### config.mk
export PLATFORM = sky130hd
export DESIGN_NAME = ahb_gpio_slave
export DESIGN_NICKNAME = d
export VERILOG_FILES = /design/src/rtl/ahb_gpio_slave_pkg.sv /design/src/rtl/ahb_gpio_slave_sw_sync_edge.sv /design/src/rtl/ahb_gpio_slave.sv
export SDC_FILE = /design/constraint.sdc
export NUM_CORES = 1
export LEC_CHECK = 0
export CORE_MARGIN = 4
export CORE_UTILIZATION = 58
export CTS_BUF_LIST = sky130_fd_sc_hd__clkbuf_4 sky130_fd_sc_hd__clkbuf_8
export CTS_CLUSTER_DIAMETER = 60
export DETAILED_ROUTE_END_ITERATION = 16
export MAX_ROUTING_LAYER = met4
export PLACE_DENSITY = 0.85
export SLEW_MARGIN = 20
export SYNTH_ARGS = -nofsm -noshare
export SYNTH_HDL_FRONTEND = slang
export SYNTH_SLANG_ARGS = --single-unit
### constraint.sdc
create_clock -name clk -period 3.65 [get_ports clk]
set_clock_uncertainty 0.2 [all_clocks]
set_input_delay 0.365 -clock clk [delete_from_list [all_inputs] [get_ports clk]]
set_output_delay 0.365 -clock clk [all_outputs]
set_load 0.02 [all_outputs]
### src/rtl/ahb_gpio_slave_pkg.sv
// Shared definitions for the AHB GPIO responder: transfer size, register word indices,
// response FSM states and the decode helper.
package ahb_gpio_slave_pkg;

  localparam logic [2:0] HSIZE_WORD = 3'b010;

  localparam logic [5:0] IDX_LED    = 6'd0;  // 0x00
  localparam logic [5:0] IDX_SW     = 6'd1;  // 0x04
  localparam logic [5:0] IDX_SW_CHG = 6'd2;  // 0x08
  localparam logic [5:0] IDX_IRQ_EN = 6'd3;  // 0x0C

  typedef enum logic [2:0] {
    ST_IDLE = 3'd0,
    ST_WAIT = 3'd1,
    ST_DONE = 3'd2,
    ST_ERR1 = 3'd3,
    ST_ERR2 = 3'd4
  } state_e;

  function automatic logic xfer_legal(input logic [5:0] idx, input logic [2:0] size);
    return (idx <= IDX_IRQ_EN) && (size == HSIZE_WORD);
  endfunction

endpackage

### src/rtl/ahb_gpio_slave_sw_sync_edge.sv
// Two-flop synchroniser for the switch inputs plus a per-bit change pulse
// against the previous synchronised value.
module ahb_gpio_slave_sw_sync_edge (
  input  logic        clk,
  input  logic        reset,
  input  logic [31:0] sw_i,
  output logic [31:0] sw_o,
  output logic [31:0] chg_o
);

  logic [31:0] sync1_q, sync2_q, prev_q;

  always_ff @(posedge clk) begin
    if (reset) begin
      sync1_q <= '0;
      sync2_q <= '0;
      prev_q  <= '0;
    end else begin
      sync1_q <= sw_i;
      sync2_q <= sync1_q;
      prev_q  <= sync2_q;
    end
  end

  // prev_q is what software reads, so the change bit lands in the same cycle as the value
  assign chg_o = sync2_q ^ prev_q;
  assign sw_o  = prev_q;

endmodule

### src/rtl/ahb_gpio_slave.sv
// AHB-Lite GPIO responder: LED register, synchronised switch readback,
// sticky switch-change status with interrupt enable and a registered irq.
//
// state   | meaning
// IDLE    | no data phase in progress, HREADYOUT=1
// WAIT    | OKAY transfer stalling, counter runs down to zero
// DONE    | OKAY data phase completes, write commits on this edge
// ERR1    | first ERROR cycle, HREADYOUT=0
// ERR2    | second ERROR cycle, HREADYOUT=1
module ahb_gpio_slave
  import ahb_gpio_slave_pkg::*;
#(
  parameter int          WAIT_STATES = 1,
  parameter logic [31:0] LED_RESET   = 32'h0000_0000
) (
  input  logic        clk,
  input  logic        reset,
  input  logic        HSEL,
  input  logic [7:0]  HADDR,
  input  logic [1:0]  HTRANS,
  input  logic        HWRITE,
  input  logic [2:0]  HSIZE,
  input  logic [31:0] HWDATA,
  input  logic        HREADY,
  output logic [31:0] HRDATA,
  output logic        HREADYOUT,
  output logic        HRESP,
  input  logic [31:0] SW,
  output logic [31:0] LED,
  output logic        irq
);

  localparam logic [1:0] WS_LOAD = (WAIT_STATES > 0) ? 2'(WAIT_STATES - 1) : 2'd0;

  state_e      state_q, state_d;
  logic [1:0]  cnt_q, cnt_d;
  logic [5:0]  addr_q;
  logic        write_q;
  logic [31:0] led_q, chg_q, en_q;
  logic        irq_q;
  logic [31:0] sw_sync, sw_chg, chg_clr;
  logic        accept, legal, wr_en;
  logic [2:0]  unused_bits;

  assign unused_bits = {HADDR[1:0], HTRANS[0]};
  assign accept      = HSEL & HREADY & HTRANS[1];
  assign legal       = xfer_legal(HADDR[7:2], HSIZE);

  ahb_gpio_slave_sw_sync_edge u_sw (
    .clk   (clk),
    .reset (reset),
    .sw_i  (SW),
    .sw_o  (sw_sync),
    .chg_o (sw_chg)
  );

  always_ff @(posedge clk) begin
    if (reset) begin
      state_q <= ST_IDLE;
      cnt_q   <= '0;
      addr_q  <= '0;
      write_q <= 1'b0;
    end else begin
      state_q <= state_d;
      cnt_q   <= cnt_d;
      if (accept) begin
        addr_q  <= HADDR[7:2];
        write_q <= HWRITE;
      end
    end
  end

  always_comb begin
    state_d   = state_q;
    cnt_d     = cnt_q;
    HREADYOUT = 1'b1;
    HRESP     = 1'b0;
    case (state_q)
      ST_IDLE, ST_DONE, ST_ERR2: begin
        HRESP = (state_q == ST_ERR2);
        if (!accept)                state_d = ST_IDLE;
        else if (!legal)            state_d = ST_ERR1;
        else if (WAIT_STATES == 0)  state_d = ST_DONE;
        else begin
          state_d = ST_WAIT;
          cnt_d   = WS_LOAD;
        end
      end
      ST_WAIT: begin
        HREADYOUT = 1'b0;
        if (cnt_q == 2'd0) state_d = ST_DONE;
        else               cnt_d   = cnt_q - 2'd1;
      end
      ST_ERR1: begin
        HREADYOUT = 1'b0;
        HRESP     = 1'b1;
        state_d   = ST_ERR2;
      end
      default: state_d = ST_IDLE;
    endcase
  end

  assign wr_en   = (state_q == ST_DONE) && write_q;
  assign chg_clr = (wr_en && addr_q == IDX_SW_CHG) ? HWDATA : 32'h0;

  always_ff @(posedge clk) begin
    if (reset) begin
      led_q <= LED_RESET;
      chg_q <= '0;
      en_q  <= '0;
      irq_q <= 1'b0;
    end else begin
      if (wr_en && addr_q == IDX_LED)    led_q <= HWDATA;
      if (wr_en && addr_q == IDX_IRQ_EN) en_q  <= HWDATA;
      // OR-ing the new pulses after the clear lets a same-cycle toggle survive W1C
      chg_q <= (chg_q & ~chg_clr) | sw_chg;
      irq_q <= |(chg_q & en_q);
    end
  end

  always_comb begin
    HRDATA = '0;
    if (state_q == ST_DONE && !write_q) begin
      case (addr_q)
        IDX_LED:    HRDATA = led_q;
        IDX_SW:     HRDATA = sw_sync;
        IDX_SW_CHG: HRDATA = chg_q;
        IDX_IRQ_EN: HRDATA = en_q;
        default:    HRDATA = '0;
      endcase
    end
  end

  assign LED = led_q;
  assign irq = irq_q;

endmodule

==> results.toml, run 1 <==
[cells_and_area]
n_antenna_cell = 0
n_fill_cell = 934
design_area_sq_mm = 0.0101
drive_gt1_share_pct = 9.56
multi_input_area_sq_mm = 0.00329
syn2layout_area_growth_pct = 30.0
register_area_sq_mm = 0.00410
nets = 1079
final_common_cell = "dfxtp_1"
final_cell_mix = "dfxtp_1, nand2_1, a21oi_1"

[placed_design]
place.port_buffers = 145
hpwl_um = 12400
gp_congestion = 0.816
placed_area_sq_mm = 0.00934
preCtsSetupSlack_ns = 0.555

[power]
p_leak_nw = 3.95
irDropWorstVdd_v = 0.000259
p_int_w = 0.00364
p_sw_w = 0.00105
combPwrFrac_pct = 6.6
power_w = 0.00469
power_frac_clock_pct = 43.0
p_per_area_mw_per_mm2 = 464
seqPwrFrac_pct = 50.4
switching_share_pct = 22.4

[clocking]
clock_latency_ns = 0.50
cts_max_path_buffers = 3
tritoncts = "done"
post-cts-setup-buffers = 0
root_buffer = "clkbuf_8"
path_clk_slew_ns = 0.06
cts.sinks = 205
htree_num_levels = 2
cts_buffers = 34

[die]
fp.dieH_um = 124
io_pins = 149
std_cell_rows = 42
die_area_sq_mm = 0.0153
initial_core_util_pct = 58.9
core_region_area_sq_mm = 0.0132
die_w_um = 124

[detailed_routing]
drt_iter0_markers = 560
routed_wl_um = 19800
routedWlPerCell_um = 16.6
dr.pass1.iters = 5
drc = 0
viasPerCell = 5.50
vias = 6553
antenna_left = 0

[worst_setup_path]
startpoint = "addr_q[2]$_SDFFE_PP0N_"
cp-end-kind = "output pin"
reg2reg_from = "addr_q[2]$_SDFFE_PP0N_"
critPathCapture = "HRDATA[21]"
crit_type = "reg -> out"
worstSetupStartpointType = "register"
reg2reg_depth = 5
r2r_end = "chg_q[31]$_SDFF_PP0_"
worstPathRequired_ns = 3.08
critPathArrivalTime_ns = 2.97
cp_max_fo = 32
r2r_slack_ns = 1.15

[sta]
worst_slew_pin_slew_ns = 0.597
fmax_mhz = 283
drv_slew = 0
setup_tns_ns = 0
hold_violations = 0
slew_headroom_pct = 60.2
fin_ws_ns = 0.115
rsz0062_at_grt = "no"
fin_crit_ns = 3.54
finalSetupViolCount = 0
fin_crit_sh_pct = 96.9

[logic_synthesis]
ys_types = 31
yosysSeqAreaShare_pct = 52.8
yosys_warnings = 0
syn_avg_cell_area_sq_um = 9.04
synth_nets = 942
yosysTopAreaCellShare_pct = 52.8
synth_area_leaders = "dfxtp_1, a21oi_1, nor2b_1"
synth_largest_area_cell = "dfxtp_1"
synth_cells = 859
synth_area_sq_mm = 0.00777
ys_seq_elements = 205

[global_routing]
grt_pass1_wl_um = 31600
grtUsageTotal_pct = 26.8
antenna_found_initial = 0
grt_max_degree = 87
grt_pass1_vias = 6469
grt_remaining_overflow = 0

[job]
drv_cap = 0

[outcome]
status = "finished, final reports clean"

[hold_path]
hold_depth = 2
hold_path.startpoint = "reset"
hold_path.class = "in -> reg"
[per-layer routing]
layer / part of all wire [%] / GRT usage [%] / wire length, um / vias to the layer above
met2: 50 / 44.9 / 9830 / 255
met1: 41 / 32.8 / 8150 / 3094
met3: 7.5 / 5.09 / 1490 / 35
li1: - / - / - / 3169
met5: 0 / - / 0 / -
met4: 1.8 / 8.24 / 358 / 0
[synth_stat cells]
master,count
a22oi_1,80
nor2b_1,98
ha_1,1
or3_1,2
clkbuf_1,41
buf_6,6
nor3_1,2
nand2b_1,3
nor3b_1,1
nor3_2,4
xnor2_1,32
a21oi_1,132
dfxtp_1,205
or4_1,2
nand4b_1,1
nor4_1,1
inv_1,36
buf_2,11
or4_4,1
nor4_2,1
o21ai_0,3
nand4bb_1,1
nand2_1,133
nor4b_1,1
mux2i_1,7
nand4_1,4
nand3_1,3
o21ai_2,20
o21ai_1,10
a2111o_1,1
nor2_1,16
[worst max-delay path: stages (launching register included)]
cell	delay [ns]
dfxtp_1	0.30
or4_1	0.52
buf_4	0.21
or3_1	0.35
buf_4	0.27
a21oi_1	0.19
clkdlybuf4s50_1	0.62
[registers in the layout, summed over array words and instances, names as in the netlist]
signal / flops
LED: 32
chg_q: 32
en_q: 32
u_sw.sw_o: 32
u_sw.sync1_q: 32
u_sw.sync2_q: 32
addr_q: 6
state_q: 3
cnt_q: 2
irq: 1
write_q: 1
[cell families (layout without fill, tap and decap cells)]
family / after synthesis / in the layout / synth area share, %
AOI/OAI and AO/OA: 246 / 246 / 19.5
xor gates and xnor gates: 32 / 32 / 3.61
adders and majority gates: 1 / 1 / 0.161
buffers and inverters: 94 / 250 / 5.30
DFF: 205 / 205 / 52.8
muxes: 7 / 7 / 0.902
and+or+nand+nor: 274 / 274 / 17.7
[metrics by stage]
step | hold WS, ns | utilization (%) | instances
5_1_grt | 0.140 | 76.6 | 1191
6_report | 0.127 | 76.6 | 1191
2_1_floorplan | 0.214 | - | 859
3_3_place_gp | 0.218 | 70.8 | 1136
4_1_cts | 0.115 | 76.0 | 1191
3_5_place_dp | 0.220 | 70.8 | 1136
[worst min-delay path by stage]
| stage | endpoint | slack, ns |
|---|---|---|
| after floorplan | u_sw.sync2_q[0]$_SDFF_PP0_ | 0.21 |
| after global placement | u_sw.sync2_q[8]$_SDFF_PP0_ | 0.22 |
| after detailed placement | u_sw.sync2_q[11]$_SDFF_PP0_ | 0.22 |
| after CTS | u_sw.sw_o[26]$_SDFF_PP0_ | 0.12 |
| after global routing | u_sw.sw_o[29]$_SDFF_PP0_ | 0.14 |
| final | u_sw.sw_o[26]$_SDFF_PP0_ | 0.13 |
[power by group through the flow]
| stage | Sequential [W] | Combinational, W | Clock (W) |
|---|---|---|---|
| finish | 0.00236 | 0.000309 | 0.00202 |
| global route | 0.00237 | 0.000334 | 0.00214 |
| CTS | 0.00236 | 0.000308 | 0.00204 |
| detailed placement | 0.00241 | 0.000306 | 0 |
| global placement | 0.00241 | 0.000299 | 0 |
| floorplan | 0.00240 | 0.000157 | 0 |
[timing repair]
item / 4_1_cts / 5_1_grt
endpoints found under the setup margin: 0 / 28
gates resized for setup: 0 / 27
hold buffers: 0 / 0
[area by class of cell]
cell class                 instances  area share (%)
clock buffer                      54            6.74
clock inverter                     1          0.0496
inverter                          36            1.34
multi-input combinational        560            32.6
sequential                       205            40.6
tap                              176            2.18
timing repair buffer             159            16.5
(Power assumes the default switching activity.)
==> run 2: changes to the inputs <==
--- a/config.mk
+++ b/config.mk
@@ -6,12 +6,12 @@
 export NUM_CORES = 1
 export LEC_CHECK = 0
 export CORE_MARGIN = 4
-export CORE_UTILIZATION = 58
+export CORE_UTILIZATION = 45
 export CTS_BUF_LIST = sky130_fd_sc_hd__clkbuf_4 sky130_fd_sc_hd__clkbuf_8
 export CTS_CLUSTER_DIAMETER = 60
 export DETAILED_ROUTE_END_ITERATION = 16
 export MAX_ROUTING_LAYER = met4
-export PLACE_DENSITY = 0.85
+export PLACE_DENSITY = 0.68
 export SLEW_MARGIN = 20
 export SYNTH_ARGS = -nofsm -noshare
 export SYNTH_HDL_FRONTEND = slang
==> results.toml, run 2 (synthesis results as in run 1) <==
[cells_and_area]
drive_gt1_share_pct = 10.3
nets = 1083
final_common_cell = "dfxtp_1"
syn2layout_area_growth_pct = 31.9
n_antenna_cell = 0
final_cell_mix = "dfxtp_1, nand2_1, a21oi_1"
n_fill_cell = 1524

[detailed_routing]
drc = 0
antenna_left = 0
routed_wl_um = 20400
routedWlPerCell_um = 16.4
top_layer = "met4"
viasPerCell = 5.16
drt_iter0_markers = 375
met1_length_um = 9330
dr.pass1.iters = 4
wl_met2_um = 9300
vias = 6414
dr_wl_met3_um = 1350

[power]
seqPwrFrac_pct = 48.6
power_frac_clock_pct = 45.1
p_per_area_mw_per_mm2 = 475
switching_share_pct = 22.3
combPwrFrac_pct = 6.3
p_sw_w = 0.00109
power_w = 0.00486
p_leak_nw = 4.07
irDropWorstVdd_v = 0.000240
p_int_w = 0.00378

[placed_design]
gp_congestion = 0.782
place.port_buffers = 145
hpwl_um = 13200

[clocking]
path_clk_slew_ns = 0.06
clock_latency_ns = 0.51
tritoncts = "done"
cts_buffers = 35
htree_num_levels = 2
cts_max_path_buffers = 3
root_buffer = "clkbuf_8"
hold_buffers = 0
post-cts-setup-buffers = 0
cts.sinks = 205

[sta]
rsz0062_at_grt = "no"
drv_slew = 0
fin_crit_ns = 3.40
fin_crit_sh_pct = 93.3
slew_headroom_pct = 62.2
setup_tns_ns = 0
hold_violations = 0
worst_slew_pin_slew_ns = 0.568
finalSetupViolCount = 0
fmax_mhz = 294

[global_routing]
grt_remaining_overflow = 0
grt_pass1_wl_um = 32300
grt_max_degree = 99
grt_pass1_vias = 6147
antenna_found_initial = 0
grtUsageTotal_pct = 20.9

[die]
fp.dieH_um = 139
io_pins = 149
core_region_area_sq_mm = 0.0168
die_w_um = 139
std_cell_rows = 47
initial_core_util_pct = 46.3
die_area_sq_mm = 0.0194

[outcome]
status = "finished, final reports clean"

[hold_path]
hold_path.startpoint = "reset"
hold_depth = 2
min_to = "u_sw.sw_o[9]$_SDFF_PP0_"
hold_path.class = "in -> reg"

[worst_setup_path]
reg2reg_depth = 5
worstSetupStartpointType = "register"
r2r_slack_ns = 1.14
r2r_end = "chg_q[31]$_SDFF_PP0_"
worstPathRequired_ns = 3.08
critPathArrivalTime_ns = 2.84
crit_type = "reg -> out"
reg2reg_from = "addr_q[2]$_SDFFE_PP0N_"
cp-end-kind = "output pin"
cp_max_fo = 32

[job]
drv_cap = 0
-- run 2: how the worst max path moves through the flow --
stage                     depth (start not counted)  slack (ns)              startpoint         end
after detailed placement                          6        0.49  addr_q[2]$_SDFFE_PP0N_  HRDATA[11]
after floorplan                                   6        1.10  addr_q[2]$_SDFFE_PP0N_  HRDATA[10]
after global routing                              6        0.16  addr_q[2]$_SDFFE_PP0N_  HRDATA[10]
final                                             6        0.25  addr_q[2]$_SDFFE_PP0N_  HRDATA[10]
after CTS                                         6       0.002  addr_q[2]$_SDFFE_PP0N_  HRDATA[12]
after global placement                            6        0.52  addr_q[2]$_SDFFE_PP0N_  HRDATA[11]
-- run 2: routing by layer --
layer	track usage (%)	vias to the layer above
li1	-	3177
met1	27.5	2993
met2	32.1	207
met3	4.60	37
met4	6.90	0
met5	-	-
-- run 2: final cells by class --
| cell class | instances | area [sq um] | area share, % |
|---|---|---|---|
| tap | 220 | 275 | 2.69 |
| clock buffer | 57 | 716 | 6.98 |
| multi-input combinational | 560 | 3290 | 32.1 |
| clock inverter | 3 | 46.3 | 0.452 |
| inverter | 36 | 135 | 1.32 |
| timing repair buffer | 162 | 1680 | 16.4 |
| sequential | 205 | 4100 | 40.1 |
-- run 2: power by group through the flow --
stage / combinational (W) / clock [W] / sequential [W]
3_3_place_gp: 0.000304 / 0 / 0.00241
6_report: 0.000307 / 0.00219 / 0.00236
4_1_cts: 0.000308 / 0.00225 / 0.00236
2_1_floorplan: 0.000157 / 0 / 0.00240
3_5_place_dp: 0.000307 / 0 / 0.00241
5_1_grt: 0.000332 / 0.00234 / 0.00237
-- run 2: timing repair --
| action | in CTS | in global routing |
|---|---|---|
| hold endpoints to repair | 0 | 0 |
| endpoints found under the setup margin | 4 | 28 |
| pin swaps | 0 | 0 |
| gates resized for setup | 4 | 28 |
-- run 2: stage by stage --
step	cell area (sq um)	worst slack, ns	hold WS (ns)	util, %	std cells
floorplan	7770	1.10	0.214	-	859
global placement	9420	0.515	0.217	56.2	1183
detailed placement	9420	0.494	0.223	56.2	1183
CTS	10200	0.00216	0.0290	60.7	1243
global route	10200	0.160	0.0436	61.1	1243
finish	10200	0.245	0.0603	61.1	1243
-- run 2: worst max-delay path: stages, from the launching register on --
cell and delay, ns:
dfxtp_1 0.31, or4_1 0.52, buf_4 0.21, or3_1 0.35
buf_4 0.28, a21oi_1 0.28, dlygate4sd2_1 0.37
==> run 3: changes to the inputs <==
==> constraint.sdc (replaced) <==
create_clock -name clk -period 3.65 [get_ports clk]
set_clock_uncertainty 0.2 [all_clocks]
set_input_delay 0.73 -clock clk [delete_from_list [all_inputs] [get_ports clk]]
set_output_delay 0.73 -clock clk [all_outputs]
set_load 0.02 [all_outputs]
==> results.toml, run 3 (synthesis results as in run 1) <==
[sta]
fin_crit_ns = 3.52
fin_crit_sh_pct = 96.5
rsz0062_at_grt = "no"
fmax_mhz = 284
drv_slew = 0
setup_tns_ns = 0
hold_violations = 0
finalSetupViolCount = 0
worst_slew_pin_slew_ns = 0.695
slew_headroom_pct = 53.7

[cells_and_area]
n_fill_cell = 1508
multi_input_area_sq_mm = 0.00330
nets = 1087
register_area_sq_mm = 0.00410
drive_gt1_share_pct = 13.5
final_cell_mix = "dfxtp_1, nand2_1, a21oi_1"
final_common_cell = "dfxtp_1"
n_antenna_cell = 0
syn2layout_area_growth_pct = 29.9
post-route-util_pct = 60.2

[detailed_routing]
dr.pass1.iters = 5
routedWlPerCell_um = 16.4
antenna_left = 0
viasPerCell = 5.14
drc = 0
drt_iter0_markers = 371
routed_wl_um = 20400
vias = 6388

[global_routing]
grt_remaining_overflow = 0
grt_pass1_vias = 6182
grtUsageTotal_pct = 21.1
antenna_found_initial = 0
grt_max_degree = 90
grt_pass1_wl_um = 32700

[power]
combPwrFrac_pct = 6.9
p_int_w = 0.00369
p_leak_nw = 3.58
seqPwrFrac_pct = 49.8
p_per_area_mw_per_mm2 = 471
power_frac_clock_pct = 43.4
irDropWorstVdd_v = 0.000297
switching_share_pct = 22.4
power_w = 0.00475
p_sw_w = 0.00106

[worst_setup_path]
worstPathRequired_ns = 2.72
cp_max_fo = 15
cp-end-kind = "output pin"
crit_type = "reg -> out"
critPathArrivalTime_ns = 2.59
worstSetupStartpointType = "register"

[job]
drv_cap = 0

[clocking]
clock_latency_ns = 0.51
htree_num_levels = 2
root_buffer = "clkbuf_8"
tritoncts = "done"
path_clk_slew_ns = 0.05
cts_buffers = 35
cts.sinks = 205
cts_max_path_buffers = 3

[die]
fp.dieH_um = 139
die_area_sq_mm = 0.0194
die_w_um = 139
initial_core_util_pct = 46.3
io_pins = 149
core_region_area_sq_mm = 0.0168
std_cell_rows = 47

[hold_path]
hold_path.class = "reg -> reg"

[placed_design]
hpwl_um = 13400
gp_congestion = 0.806
place.port_buffers = 145

[outcome]
status = "finished, final reports clean"
-- run 3: changes by cell type in the layout (fill, tap and decap cells not counted), sizes merged --
| cell | change |
|---|---|
| dlymetal6s2s | -28 |
| clkbuf | +22 |
| buf | +8 |
| clkdlybuf4s15 | +5 |
| dlygate4sd2 | -4 |
| bufinv | -1 |
| clkinvlp | -1 |
| inv | -1 |
-- run 3: worst paths after layout --
| path | from | end | slack [ns] | cells past startpoint |
|---|---|---|---|---|
| hold reg to reg | u_sw.sync1_q[2]$_SDFF_PP0_ | u_sw.sync2_q[2]$_SDFF_PP0_ | 0.23 | 1 |
| hold / removal | u_sw.sync1_q[2]$_SDFF_PP0_ | u_sw.sync2_q[2]$_SDFF_PP0_ | 0.23 | 1 |
| setup reg to reg | addr_q[2]$_SDFFE_PP0N_ | chg_q[0]$_SDFF_PP0_ | 1.11 | 5 |
| setup / recovery | addr_q[2]$_SDFFE_PP0N_ | HRDATA[0] | 0.13 | 7 |
-- run 3: worst max-delay path: stages, from the launching register on --
cell	delay, ns
dfxtp_1	0.30
or4_1	0.58
buf_6	0.19
nor3_4	0.22
buf_12	0.20
a22oi_1	0.09
a21oi_1	0.17
clkdlybuf4s15_1	0.33
-- run 3: per-stage QoR --
step / worst slack, ns / hold slack (ns) / instance area (sq um) / instances
after floorplan: 0.731 / 0.214 / 7770 / 859
after global placement: 0.218 / 0.217 / 9460 / 1184
after detailed placement: 0.222 / 0.220 / 9460 / 1184
after CTS: 0.000251 / 0.234 / 10200 / 1240
after global routing: 0.0143 / 0.246 / 10100 / 1243
final: 0.126 / 0.231 / 10100 / 1243
-- run 3: area by class of cell --
type,instances,share of cell area [%]
multi-input combinational,560,32.7
sequential,205,40.7
inverter,36,1.34
timing repair buffer,166,15.6
tap,220,2.73
clock buffer,56,6.96
-- run 3: what timing repair did --
action	CTS	global route
endpoints found under the setup margin	32	32
hold buffers	0	0
gates resized for setup	50	57
setup buffers	0	3
pin swaps	0	1
-- run 3: power by group through the flow --
stage	Sequential [W]	Clock (W)	Combinational (W)
after floorplan	0.00240	0	0.000157
after global placement	0.00241	0	0.000311
after detailed placement	0.00241	0	0.000313
after CTS	0.00236	0.00211	0.000318
after global routing	0.00237	0.00221	0.000352
final	0.00237	0.00206	0.000326
-- run 3: routing by layer --
layer	vias to the layer above	wire length (um)	global-route usage, %
met5	-	0	-
met4	0	402	6.95
met3	31	1330	4.29
met2	190	9410	32.8
met1	2982	9280	27.5
li1	3185	-	-
